**src/rtl/sixteen_to_four_priority_encoder.sv**
```systemverilog
// Sequential 16-to-4 priority encoder: captures a request vector and serially
// emits the index of every set bit, highest first, over a valid/ready handshake.
module sixteen_to_four_priority_encoder #(
    parameter int N_IN   = 16,
    parameter int CODE_W = 4
) (
    input  logic              clk,
    input  logic              n_rst,
    input  logic              en,
    input  logic              load,
    input  logic [N_IN-1:0]   req,
    output logic [CODE_W-1:0] code,
    output logic              code_valid,
    input  logic              code_ready,
    output logic              busy,
    output logic              done,
    output logic              empty
);

    localparam logic [1:0] IDLE = 2'd0;
    localparam logic [1:0] EMIT = 2'd1;
    localparam logic [1:0] DONE = 2'd2;

    logic [1:0]        state;
    logic [N_IN-1:0]   pending;
    logic              done_r;
    logic              empty_r;
    logic [CODE_W-1:0] top_idx;
    logic [N_IN-1:0]   pending_next;

    // Later (higher) set bits override earlier ones, leaving the highest index.
    always_comb begin
        top_idx = '0;
        for (int i = 0; i < N_IN; i++) begin
            if (pending[i]) begin
                top_idx = CODE_W'(i);
            end
        end
    end

    assign pending_next = pending & ~(N_IN'(1) << top_idx);

    assign busy       = (state == EMIT);
    assign code_valid = en & (state == EMIT);
    assign code       = (state == EMIT) ? top_idx : '0;
    assign done       = en & done_r;
    assign empty      = en & empty_r;

    // With en low every register holds, so a pending done/empty pulse is
    // simply deferred until en returns.
    always_ff @(posedge clk) begin
        if (!n_rst) begin
            state   <= IDLE;
            pending <= '0;
            done_r  <= 1'b0;
            empty_r <= 1'b0;
        end else if (en) begin
            case (state)
                IDLE: begin
                    done_r  <= 1'b0;
                    empty_r <= 1'b0;
                    if (load) begin
                        pending <= req;
                        if (|req) begin
                            state <= EMIT;
                        end else begin
                            empty_r <= 1'b1;
                        end
                    end
                end
                EMIT: begin
                    empty_r <= 1'b0;
                    if (code_ready) begin
                        pending <= pending_next;
                        if (pending_next == '0) begin
                            state  <= DONE;
                            done_r <= 1'b1;
                        end
                    end
                end
                DONE: begin
                    done_r  <= 1'b0;
                    empty_r <= 1'b0;
                    state   <= IDLE;
                end
                default: begin
                    state   <= IDLE;
                    pending <= '0;
                    done_r  <= 1'b0;
                    empty_r <= 1'b0;
                end
            endcase
        end
    end

endmodule
```
**config.mk**
```make
export PLATFORM = sky130hd
export DESIGN_NAME = sixteen_to_four_priority_encoder
export DESIGN_NICKNAME = d
export VERILOG_FILES = /design/src/rtl/sixteen_to_four_priority_encoder.sv
export SDC_FILE = /design/constraint.sdc
export NUM_CORES = 1
export LEC_CHECK = 0
export ABC_AREA = 1
export BUFFER_PORTS_ARGS = -buffer_cell sky130_fd_sc_hd__buf_2
export CAP_MARGIN = 25
export CELL_PAD_IN_SITES_DETAIL_PLACEMENT = 1
export CELL_PAD_IN_SITES_GLOBAL_PLACEMENT = 1
export CORE_MARGIN = 3
export CORE_UTILIZATION = 37
export DETAILED_ROUTE_END_ITERATION = 12
export PLACE_DENSITY_LB_ADDON = 0.1
export SLEW_MARGIN = 20
export SYNTH_ARGS = -nofsm -noshare
export SYNTH_HDL_FRONTEND = slang
export SYNTH_SLANG_ARGS = --single-unit
```
**constraint.sdc**
```tcl
create_clock -name clk -period 2.6 [get_ports clk]
set_input_delay 0.39 -clock clk [delete_from_list [all_inputs] [get_ports clk]]
set_output_delay 0.39 -clock clk [all_outputs]
set_load 0.02 [all_outputs]
```
# After elaboration in Yosys (flattened, before gate mapping)

Cells that the tools add are included.

Logic and storage cells: 53
ROM bits: 0
Register bits after elaboration: 20
Memories: 0
Output and inout port bits: 8
Bits in writable memories: 0
Bits in latches: 0

Shift-type cells: 1
Multipliers: 0
Multiplexer cells: 30
Bitwise logic cells: 6
Eq/ne operators: 6
Add/sub/neg operators: 0
Reduce and logical (&&, ||, !) cells: 6
Div/mod/pow operators: 0
Magnitude comparators: 0

Operators with widths:

| cell                                                                    | count |
|---|---|
| 4-bit two-way mux                                                       | 15 |
| 16-bit case mux with 3 select lines                                     | 1 |
| 16-bit two-way mux                                                      | 2 |
| 16-bit AND                                                              | 1 |
| 16-bit logical NOT                                                      | 1 |
| 16-bit NOT                                                              | 1 |
| 16-bit OR reduction                                                     | 1 |
| 1-bit by 4-bit left shift with 16-bit output, first input constant      | 1 |
| 2-bit two-way mux                                                       | 4 |
| 1-bit two-way mux                                                       | 7 |
| 2-bit inequality test, second input constant                            | 3 |
| 5-bit AND reduction                                                     | 1 |
| 2-bit case mux with 2 select lines                                      | 1 |
| 4-bit AND reduction                                                     | 1 |
| 1-bit AND                                                               | 3 |
| 3-bit AND reduction                                                     | 1 |
| 2-bit by 1-bit == test with 1-bit output, second input constant         | 1 |
| 2-bit == test, second input constant                                    | 1 |
| 2-bit logical NOT                                                       | 1 |
| 2-bit by 1-bit inequality test with 1-bit output, second input constant | 1 |
| 1-bit NOT                                                               | 1 |

# Longest topological paths before layout

Word-level depth: 22
Mapped depth: 24
Gate-level depth less buffers: 24

# Worst setup path before layout

Ideal clock, no wire load.

Path type: reg-to-reg
Start point: register pending[15]
End point: register state[0]
Setup time: 132 ps
Stages on the path, launching flop included: 17
Slack: 723 ps
Arrival: 1745 ps
Buffers on the path: 0
Cell sequence: dfxtp_1 -> nor2_2 -> inv_2 -> nor3_4 -> inv_2 -> a21oi_4 -> nand4_2 -> o21ai_1 -> nand2_1 -> nor2_1 -> nand2_1 -> nor2_1 -> nand2_1 -> nand2_1 -> nand2_1 -> nand2_1 -> a21oi_1

Longest elaborated chain between the ends: 7

Ends and longest elaborated chain:

| element                                                        | RTL line | source |
|---|---|---|
| start: declaration                                             | 25       | `logic [N_IN-1:0] pending;` |
| start signal: assignment                                       | 63       | `pending <= req;` |
| start signal: assignment                                       | 74       | `pending <= pending_next;` |
| 4-bit two-way mux                                              | 35       | `if (pending[i]) begin` |
| 1-bit by 4-bit left shift with 16-bit output                   | 41       | `assign pending_next = pending & ~(N_IN'(1) << top_idx);` |
| 16-bit NOT                                                     | 41       |  |
| 16-bit AND (*)                                                 | 41       |  |
| 16-bit logical NOT (*)                                         | 75       | `if (pending_next == '0) begin` |
| 2-bit by 1-bit inequality test with 1-bit output (no line) (*) | n/a      |  |
| 5-bit AND reduction (no line) (*)                              | n/a      |  |
| end signal: assignment                                         | 53       | `state <= IDLE;` |
| end signal: assignment                                         | 76       | `state <= DONE;` |
| end signal: assignment                                         | 84       | `state <= IDLE;` |
| end: declaration                                               | 24       | `logic [1:0] state;` |

Every way passes the cells marked *; elsewhere a longest branch is shown, timed or not.
A chain may end at the register's enable or synchronous reset.

# Worst setup path after layout

Start point: register pending[4]
End point: register state[0]

Longest elaborated chain between the ends: 18

Ends and longest elaborated chain:

| element                                                        | RTL line |
|---|---|
| 4-bit two-way mux (12 in series)                               | 35 |
| 1-bit by 4-bit left shift with 16-bit output                   | 41 |
| 16-bit NOT                                                     | 41 |
| 16-bit AND (*)                                                 | 41 |
| 16-bit logical NOT (*)                                         | 75 |
| 2-bit by 1-bit inequality test with 1-bit output (no line) (*) | n/a |
| 5-bit AND reduction (no line) (*)                              | n/a |

Marked as above.

==> results.sh <==
export IMPL_die_area_um2=4514
export IMPL_cts_num_sinks=20
export IMPL_clk_latency_ns=0.27
export IMPL_drc=0
export IMPL_max_freq_mhz=415.6
export IMPL_min_period_over_period=0.9255
export IMPL_first_pass_iters=4
export IMPL_layout_common_cells="43 x nand2_1, 29 x inv_1, 28 x buf_2"
export IMPL_cts_clk_slew_worst_paths_ns=0.09
export IMPL_status="finished, final reports clean"
export IMPL_yosys_register_bits=20
export IMPL_path_class="reg -> reg"
export IMPL_first_iter_violations=75
export IMPL_synth_cell_types=30
export IMPL_numPortBuffers=28
export IMPL_rsz0062_at_grt="false"
export IMPL_finalHoldViolCount=0
export IMPL_p_leak_nw=0.7499
export IMPL_grt_max_degree=28
export IMPL_final_common_cell="nand2_1"
export IMPL_area_delta_synth_final_pct=18.07
export IMPL_crit_fanout=7
export IMPL_synthesis_instances=213
export IMPL_postSynthAreaPerCell_um2=6.503
export IMPL_start_util=0.3994
export IMPL_die_x_um=67.19
export IMPL_cts_tree="built"
export IMPL_max_slew_margin=0.5175
export IMPL_finalWorstSetupSlack_ns=0.1938
export IMPL_clockBufferDepth=2
export IMPL_wl_um=4663
export IMPL_hpwl_um=3636
export IMPL_cp_arrival_ns=2.54
export IMPL_start_kind="flip-flop"
export IMPL_ir_drop_mv=0.2565
export IMPL_vias=1571
export IMPL_yosys_warnings=0
export IMPL_cts_htree_levels=1
export IMPL_power_w=0.001149
export IMPL_synth_net_count=234
export IMPL_grt_pass1_wl_um=7686
export IMPL_crit_required_ns=2.73
export IMPL_antenna_found_initial=0
export IMPL_setup_violations_final=0
export IMPL_antenna_cells=0
export IMPL_cts_buffers=3
export IMPL_gp_congestion=0.8250
export IMPL_drv_cap=0
export IMPL_routedWlPerCell_um=16.30
export IMPL_worst_pin_slew_ns=0.7210
export IMPL_p_per_area_nw_per_um2=702.6
export IMPL_io_pins=29
export IMPL_maxSlewViolCount=0
export IMPL_grt_overflow_total=0
export IMPL_min_period_ns=2.406
export IMPL_grt_pass1_vias=1635
export IMPL_avgViaCountPerCell=5.493
export IMPL_min_path_type="in -> reg"
export IMPL_core_um2=3468
export IMPL_seq_area_frac_synth=0.2891
export IMPL_place_ws_ns=0.2056
export IMPL_fin_nets=263
export IMPL_syn_area_um2=1385
export IMPL_worst_clock_skew_ns=0.008363
export IMPL_die_height_um=67.19
export IMPL_crit_path_end_kind="flip-flop"
export IMPL_hold_slack_ns=0.3808
export IMPL_grtUsageTotal=0.2222
export IMPL_drtAntennaViolNets=0
export IMPL_finalSetupTns_ns=0
export IMPL_root_buffer="clkbuf_8"
export IMPL_drive_gt1_frac=0.2458
export IMPL_num_rows=21
[stage by stage]
step | std cells | util | instance area [µm²]
finish | 286 | 0.4715 | 1635
global route | 286 | 0.4715 | 1635
CTS | 286 | 0.4654 | 1614
detailed placement | 283 | 0.4535 | 1573
global placement | 283 | 0.4535 | 1573
floorplan | 213 | - | 1385
[where the power goes]
group / switching [W] / total, W / internal (W)
clock: 0.000117 / 0.000220 / 0.000104
sequential: 0.0000368 / 0.000382 / 0.000345
combinational: 0.000377 / 0.000546 / 0.000169
total: 0.000530 / 0.00115 / 0.000618
[Yosys cell counts, drive strengths merged]
library cell	count	area share
nand2	47	0.13
inv	32	0.087
nor2	24	0.079
a21oi	23	0.094
dfxtp	20	0.29
nand3	14	0.051
o21ai	13	0.052
a221oi	11	0.070
nand4	8	0.041
or2	5	0.023
clkbuf	4	0.011
nor3	3	0.019
nor4	3	0.014
buf	2	0.0072
a211oi	1	0.0054
a31oi	1	0.0090
o21bai	1	0.0081
o221a	1	0.0081
[flip-flops by register name, summed over array words and instances, names as in the netlist]
signal	flops
pending	16
state	2
done_r	1
empty_r	1
[logic make-up (layout without fill, tap and decap cells)]
group | count (synthesis) | in the layout | share of synthesized area
DFF | 20 | 20 | 0.2891
buffers and inverters | 38 | 65 | 0.1048
and+or+nand+nor | 104 | 104 | 0.3595
AOI/OAI and AO/OA | 51 | 51 | 0.2466
[metal layers]
layer	GRT usage	part of all wire	up-vias
met4	0.06582	0.012	0
met1	0.2750	0.47	760
met3	0.01997	0.025	7
met5	0	0	-
li1	-	-	780
met2	0.4049	0.50	24
[cell type report]
cell class / instances / area [µm²]
Tap cell: 46 / 57.56
Multi-Input combinational cell: 155 / 858.3
Inverter: 32 / 120.1
Sequential cell: 20 / 402.9
Timing Repair Buffer: 30 / 155.1
Clock buffer: 3 / 41.29
Fill cell: 508 / 1833
[critical path: stages (launching register included)]
cell and delay (ns):
dfxtp_1 0.39, nor2_1 0.09, o21ai_1 0.10, nand3_1 0.09, nand2_1 0.07, nand2_1 0.06
a31oi_2 0.36, nand4_2 0.20, o21ai_1 0.20, nand2_1 0.07, nor2_1 0.10, nand2_1 0.08
nor2_1 0.09, nand2_1 0.07, nand2_1 0.06, nand2_1 0.08, nand2_1 0.08, a21oi_1 0.06
[worst paths after layout]
| check | from | cells past startpoint | slack (ns) | end |
|---|---|---|---|---|
| max reg2reg | pending[4] | 17 | 0.19 | state[0] |
| min | en | 2 | 0.38 | empty_r |
| max | pending[4] | 17 | 0.19 | state[0] |
| min reg2reg | done_r | 2 | 0.48 | done_r |
[what timing repair did]
action,4_1_cts,5_1_grt
setup endpoints to repair,0,2
gates resized for setup,0,5
setup buffers,0,0
hold buffers,0,0
Note: power is estimated with default switching activity, not from simulation.
